--- src/rtl/apb_pkg.sv ---
// Shared types and default widths for the APB master arbiter.
// State encoding for the APB phase machine.
package apb_pkg;

    typedef enum logic [1:0] {
        APB_IDLE,
        APB_SETUP,
        APB_ACCESS
    } apb_state_e;

    localparam int APB_N_DEF       = 2;
    localparam int APB_AW_DEF      = 2;
    localparam int APB_DW_DEF      = 2;
    localparam int APB_TIMEOUT_DEF = 16;

endpackage

--- src/rtl/rr_arbiter.sv ---
// Round-robin arbiter: one-hot grant, search starts one past last winner.
// Pointer holds the first index to consider and moves only on advance.
module rr_arbiter #(
    parameter int N = 2
) (
    input  logic         pclk,
    input  logic         preset_n,
    input  logic [N-1:0] req,
    input  logic         advance,
    output logic [N-1:0] grant
);

    localparam int PW = (N > 1) ? $clog2(N) : 1;

    logic [PW-1:0] ptr_q, ptr_d;
    logic [N-1:0]  hi;
    logic [N-1:0]  src;

    // Prefer requesters at or above the pointer, else wrap to the lowest.
    always_comb begin
        hi = '0;
        for (int k = 0; k < N; k++) begin
            hi[k] = req[k] && (k >= int'(ptr_q));
        end
        src   = (|hi) ? hi : req;
        grant = '0;
        ptr_d = ptr_q;
        for (int k = N - 1; k >= 0; k--) begin
            if (src[k]) begin
                grant    = '0;
                grant[k] = 1'b1;
                ptr_d    = (k == N - 1) ? '0 : PW'(k + 1);
            end
        end
    end

    // Pointer register, requester 0 first after reset.
    always_ff @(posedge pclk or negedge preset_n) begin
        if (!preset_n) begin
            ptr_q <= '0;
        end else if (advance) begin
            ptr_q <= ptr_d;
        end
    end

endmodule

--- src/rtl/apb_master_arbiter.sv ---
// APB master shared among N requesters with round-robin grant,
// SETUP/ACCESS sequencing, wait-state timeout and per-requester response.
module apb_master_arbiter
    import apb_pkg::*;
#(
    parameter int N       = APB_N_DEF,
    parameter int AW      = APB_AW_DEF,
    parameter int DW      = APB_DW_DEF,
    parameter int TIMEOUT = APB_TIMEOUT_DEF
) (
    input  logic            pclk,
    input  logic            preset_n,
    input  logic [N-1:0]    req_valid,
    input  logic [N-1:0]    req_write,
    input  logic [N*AW-1:0] req_addr,
    input  logic [N*DW-1:0] req_wdata,
    output logic [N-1:0]    req_ready,
    output logic [N-1:0]    rsp_valid,
    output logic [DW-1:0]   rsp_rdata,
    output logic            rsp_error,
    output logic [AW-1:0]   paddr,
    output logic [DW-1:0]   pwdata,
    output logic            pwrite,
    output logic            pselx,
    output logic            penable,
    input  logic [DW-1:0]   prdata,
    input  logic            pready,
    input  logic            pslave_error,
    output logic            busy
);

    localparam int CW = (TIMEOUT > 0) ? $clog2(TIMEOUT + 1) : 1;
    localparam logic [CW-1:0] TO_V = CW'(TIMEOUT);

    apb_state_e    state_q;
    logic [CW-1:0] wait_q;
    logic [N-1:0]  owner_q;
    logic [AW-1:0] paddr_q;
    logic [DW-1:0] pwdata_q;
    logic          pwrite_q, pselx_q, penable_q;
    logic [N-1:0]  rsp_valid_q;
    logic [DW-1:0] rsp_rdata_q;
    logic          rsp_error_q;

    logic [N-1:0]  arb_req, grant;
    logic [AW-1:0] sel_addr;
    logic [DW-1:0] sel_wdata;
    logic          sel_write;
    logic          done, abort, open;

    assign done  = (state_q == APB_ACCESS) && pready;
    assign abort = (TIMEOUT != 0) && (state_q == APB_ACCESS) && !pready
                   && ((wait_q + CW'(1)) == TO_V);
    assign open  = (state_q == APB_IDLE) || done;

    assign arb_req   = open ? req_valid : '0;
    assign req_ready = grant;

    rr_arbiter #(.N(N)) u_arb (
        .pclk     (pclk),
        .preset_n (preset_n),
        .req      (arb_req),
        .advance  (|grant),
        .grant    (grant)
    );

    // Select the winner's request fields from the flattened inputs.
    always_comb begin
        sel_addr  = '0;
        sel_wdata = '0;
        sel_write = 1'b0;
        for (int k = 0; k < N; k++) begin
            if (grant[k]) begin
                sel_addr  = req_addr[k*AW +: AW];
                sel_wdata = req_wdata[k*DW +: DW];
                sel_write = req_write[k];
            end
        end
    end

    // Phase machine, wait counter, latched transfer and response pulse.
    always_ff @(posedge pclk or negedge preset_n) begin
        if (!preset_n) begin
            state_q     <= APB_IDLE;
            wait_q      <= '0;
            owner_q     <= '0;
            paddr_q     <= '0;
            pwdata_q    <= '0;
            pwrite_q    <= 1'b0;
            pselx_q     <= 1'b0;
            penable_q   <= 1'b0;
            rsp_valid_q <= '0;
            rsp_rdata_q <= '0;
            rsp_error_q <= 1'b0;
        end else begin
            rsp_valid_q <= '0;
            if (|grant) begin
                owner_q  <= grant;
                paddr_q  <= sel_addr;
                pwdata_q <= sel_wdata;
                pwrite_q <= sel_write;
            end
            unique case (state_q)
                APB_IDLE: begin
                    if (|grant) begin
                        state_q   <= APB_SETUP;
                        pselx_q   <= 1'b1;
                        penable_q <= 1'b0;
                    end
                end
                APB_SETUP: begin
                    state_q   <= APB_ACCESS;
                    penable_q <= 1'b1;
                    wait_q    <= '0;
                end
                APB_ACCESS: begin
                    if (pready) begin
                        rsp_valid_q <= owner_q;
                        rsp_rdata_q <= pwrite_q ? '0 : prdata;
                        rsp_error_q <= pslave_error;
                        wait_q      <= '0;
                        penable_q   <= 1'b0;
                        if (|grant) begin
                            state_q <= APB_SETUP;
                            pselx_q <= 1'b1;
                        end else begin
                            state_q <= APB_IDLE;
                            pselx_q <= 1'b0;
                        end
                    end else if (abort) begin
                        rsp_valid_q <= owner_q;
                        rsp_rdata_q <= '0;
                        rsp_error_q <= 1'b1;
                        wait_q      <= '0;
                        state_q     <= APB_IDLE;
                        pselx_q     <= 1'b0;
                        penable_q   <= 1'b0;
                    end else begin
                        wait_q <= wait_q + CW'(1);
                    end
                end
                default: state_q <= APB_IDLE;
            endcase
        end
    end

    assign paddr     = paddr_q;
    assign pwdata    = pwdata_q;
    assign pwrite    = pwrite_q;
    assign pselx     = pselx_q;
    assign penable   = penable_q;
    assign rsp_valid = rsp_valid_q;
    assign rsp_rdata = rsp_rdata_q;
    assign rsp_error = rsp_error_q;
    assign busy      = (state_q != APB_IDLE);

endmodule

--- config.mk ---
export PLATFORM = sky130hd
export DESIGN_NAME = apb_master_arbiter
export DESIGN_NICKNAME = d
export VERILOG_FILES = /design/src/rtl/apb_pkg.sv /design/src/rtl/rr_arbiter.sv /design/src/rtl/apb_master_arbiter.sv
export SDC_FILE = /design/constraint.sdc
export NUM_CORES = 1
export LEC_CHECK = 0
export CORE_MARGIN = 2
export CORE_UTILIZATION = 42
export CTS_BUF_LIST = sky130_fd_sc_hd__clkbuf_16
export CTS_CLUSTER_DIAMETER = 100
export CTS_CLUSTER_SIZE = 25
export DETAILED_ROUTE_END_ITERATION = 8
export MAX_ROUTING_LAYER = met4
export PLACE_DENSITY = 0.8
export SLEW_MARGIN = 10
export SYNTH_ARGS = -nofsm -noshare
export SYNTH_HDL_FRONTEND = slang
export SYNTH_HIERARCHICAL = 1
export SYNTH_SLANG_ARGS = --single-unit
--- constraint.sdc ---
create_clock -name pclk -period 2.13 [get_ports pclk]
set_clock_uncertainty 0.1 [all_clocks]
set_input_delay 0.3195 -clock pclk [delete_from_list [all_inputs] [get_ports pclk]]
set_output_delay 0.3195 -clock pclk [all_outputs]
set_load 0.01 [all_outputs]
==> flow_metrics.py <==
metrics = {
    "clock_tree": {
        "cts.sinks": 22,
        "tritoncts": "built",
        "clk_latency_ns": 0.25,
        "cts_buffers": 3,
        "path_clk_slew_ns": 0.06,
        "cts-root-buf": "clkbuf_16",
        "clk_path_buf_depth": 2,
        "htree_levels": 1,
    },
    "final_layout": {
        "fin_nets": 192,
        "layout_commonest_cell": "clkdlybuf4s50_1",
        "final_cell_mix": "30 x clkdlybuf4s50_1, 22 x dfrtp_1, 16 x buf_4",
        "drive_above_1_share_pct": 22.3,
        "n_antenna_cell": 0,
        "syn2layout_area_growth_pct": 56.0,
    },
    "worst_setup_path": {
        "slowest_delay_ns": 0.43,
        "cp-start-kind": "flop",
        "crit_family": "flip-flops",
        "path_buf_inv": 2,
        "cp.arrival_ns": 2.15,
        "worstPathRequired_ns": 2.17,
        "crit_chain": "inv_2 > ha_4 > a21oi_4 > nor2b_4 > a21boi_2 > buf_4 > nor2_4 > nand2_2 > nand3b_1 > mux2_4",
        "crit_path_max_fanout": 3,
        "endpoint_kind": "flop",
        "worst-setup-path-type": "flop to flop",
        "crit_path_top_delay_cell": "dfrtp_1",
    },
    "global_routing": {
        "grt_first_pass_wirelength_mm": 4.82,
        "grt_usage_pct": 19.8,
        "overflow": 0,
        "antenna_found_initial": 0,
        "grt_pass1_vias": 1109,
        "grt_max_degree": 23,
    },
    "floorplanning": {
        "die-area_um2": 3160,
        "rows": 18,
        "io_pins": 33,
        "die_y_um": 56.2,
        "die_w_um": 56.2,
        "core_um2": 2520,
        "start_util_pct": 45.3,
    },
    "power": {
        "seq_power_share_pct": 27.7,
        "power_mw": 2.46,
        "peakVddDrop_uv": 893,
        "power.share.combinational_pct": 51.0,
        "p_int_mw": 1.63,
        "swShare_pct": 33.7,
        "power_leakage_nw": 0.804,
        "p_clk_share_pct": 21.3,
        "power_density_nw_per_um2": 1380,
        "p_sw_uw": 829,
    },
    "synthesis": {
        "ys_warn_count": 6,
        "synthCells": 118,
        "netlist_area_um2": 1140,
        "ys_types": 29,
        "synth_edf_count": 0,
        "synth_fp_nets": 143,
        "synth_fa_ha_area_share_pct": 7.66,
        "synth-seq-cells": 22,
        "synthFlopType": "dfrtp_1",
        "synth_top_family_by_area": "compound AO/OA/AOI/OAI gates",
        "synth_area_per_cell_um2": 9.69,
        "yosys.area_share.simple_pct": 14.0,
        "ys_seq_area_share_pct": 48.1,
        "synthXorXnorAreaFrac_pct": 0,
        "muxShareOfSynthArea_pct": 6.35,
        "synth-compound-area-share_pct": 17.8,
        "async_reset_ff_share_pct": 100,
    },
    "routing": {
        "totalWireLength_mm": 2.97,
        "drt_pass1_iterations": 4,
        "wl_per_cell_um": 15.1,
        "routed_via_density": 5.37,
        "vias": 1052,
        "drt-initial-drc-count": 22,
        "ant_nets": 0,
        "route.detailed.drc": 0,
    },
    "place": {
        "dp_hpwl_mm": 1.97,
        "place_congestion": 0.766,
        "io_buffer_count": 32,
    },
    "sta": {
        "fmax_mhz": 474,
        "setup_viol": 0,
        "rsz0062_at_grt": "yes",
        "period_minus_slack_ns": 2.11,
        "drv_slew": 0,
        "fin_hold_ws_ns": 0.311,
        "tightest_slew_ns": 0.299,
        "hold_violations": 0,
        "slew_headroom_pct": 79.9,
        "period_share_pct": 99.1,
    },
    "min_path": {
        "min-delay-path-class": "input pin to asynchronous set/reset pin",
    },
    "run": {
        "cap_violations": 0,
    },
    "status": {
        "status": "complete, no violations",
    },
}
-- layout make-up --
cell class / count / area [um2]
Fill cell: 190 / 738
Multi-Input combinational cell: 79 / 603
Sequential cell: 22 / 551
Timing Repair Buffer: 48 / 439
Clock buffer: 3 / 75.1
Inverter: 13 / 48.8
Tap cell: 30 / 37.5
Clock inverter: 1 / 30.0
-- final timing paths --
| kind | from | endpoint | slack, ns | cells past startpoint |
|---|---|---|---|---|
| min reg2reg | owner_q[1] | rsp_valid[1] | 0.40 | 2 |
| min | preset_n | state_q[1] | 0.31 | 2 |
| max | state_q[1] | penable | 0.02 | 10 |
| max reg2reg | state_q[1] | penable | 0.02 | 10 |
| max in group asynchronous | preset_n | pwrite | 1.40 | 2 |
| min in group pclk | owner_q[1] | rsp_valid[1] | 0.40 | 2 |
-- power groups by stage --
stage | Combinational [mW] | Clock, mW | Sequential (mW)
after global routing | 1.35 | 0.552 | 0.699
after global placement | 1.05 | 0 | 0.668
final | 1.26 | 0.523 | 0.681
after detailed placement | 1.08 | 0 | 0.681
after floorplan | 0.541 | 0 | 0.717
after CTS | 1.11 | 0.532 | 0.678
-- metal layers --
metal | track usage (%) | wire, um
met1 | 22.2 | 1200
met2 | 34.5 | 1550
met3 | 3.72 | 144
met4 | 7.82 | 76
met5 | - | 0
-- stage by stage --
| stage | utilization (%) | setup TNS (ns) | instance area, um2 | std cells | setup WS, ns |
|---|---|---|---|---|---|
| 2_1_floorplan | - | 0 | 1180 | 118 | 0.0169 |
| 3_3_place_gp | 63.9 | -0.465 | 1610 | 189 | -0.158 |
| 3_5_place_dp | 63.9 | -0.550 | 1610 | 189 | -0.148 |
| 4_1_cts | 68.5 | 0 | 1730 | 193 | 0.00914 |
| 5_1_grt | 70.7 | -0.118 | 1780 | 196 | -0.0568 |
| 6_report | 70.7 | 0 | 1780 | 196 | 0.0181 |
-- cells in the mapped netlist, types with 2 or more instances --
cell type	count	area share [%]
a21o_1	2	1.3
a21oi_1	7	3.1
a22o_1	3	2.3
a31oi_1	2	1.1
clkbuf_1	2	0.66
dfrtp_1	22	48
ha_1	7	7.7
inv_1	13	4.3
mux2_1	2	2.0
mux2i_1	5	4.4
nand2_1	12	3.9
nand3_1	4	1.8
nand3b_1	2	1.3
nor2_1	6	2.0
nor2b_1	2	1.1
nor3b_1	2	1.3
o21ai_0	3	1.3
o21ai_1	7	3.1
o21ai_2	2	1.5
o22ai_1	4	2.2
-- cells by family (layout without fill, tap and decap cells) --
group / after synthesis / in the layout
AO/OA/AOI/OAI: 33 / 33
AND/OR/NAND/NOR: 32 / 32
flip-flops: 22 / 22
buffers and inverters: 17 / 65
adder cells (fa/ha/maj): 7 / 7
multiplexers: 7 / 7
-- worst reg2reg max path, delay by kind of cell (launching register included) --
kind | cells | cell delay, ns
DFF | 1 | 0.43
and+or+nand+nor | 4 | 0.40
AOI/OAI and AO/OA | 2 | 0.36
muxes | 1 | 0.30
buffers and inverters | 2 | 0.23
adders and majority gates | 1 | 0.18
-- flip-flops by register name, indices dropped and copies added, names as in the netlist --
signal	flops
owner_q	2
paddr	2
penable	1
pselx	1
pwdata	2
pwrite	1
rsp_error	1
rsp_rdata	2
rsp_valid	2
state_q	2
u_arb/ptr_q	1
wait_q	5
-- timing repair --
item / in CTS / in global routing
hold endpoints to repair: 0 / 0
buffers inserted: 0 / 3
pin swaps: 0 / 2
hold buffers: 0 / 0
endpoints found under the setup margin: 4 / 10
gates resized for setup: 5 / 9
No activity file was read; power rests on OpenSTA's default activity.
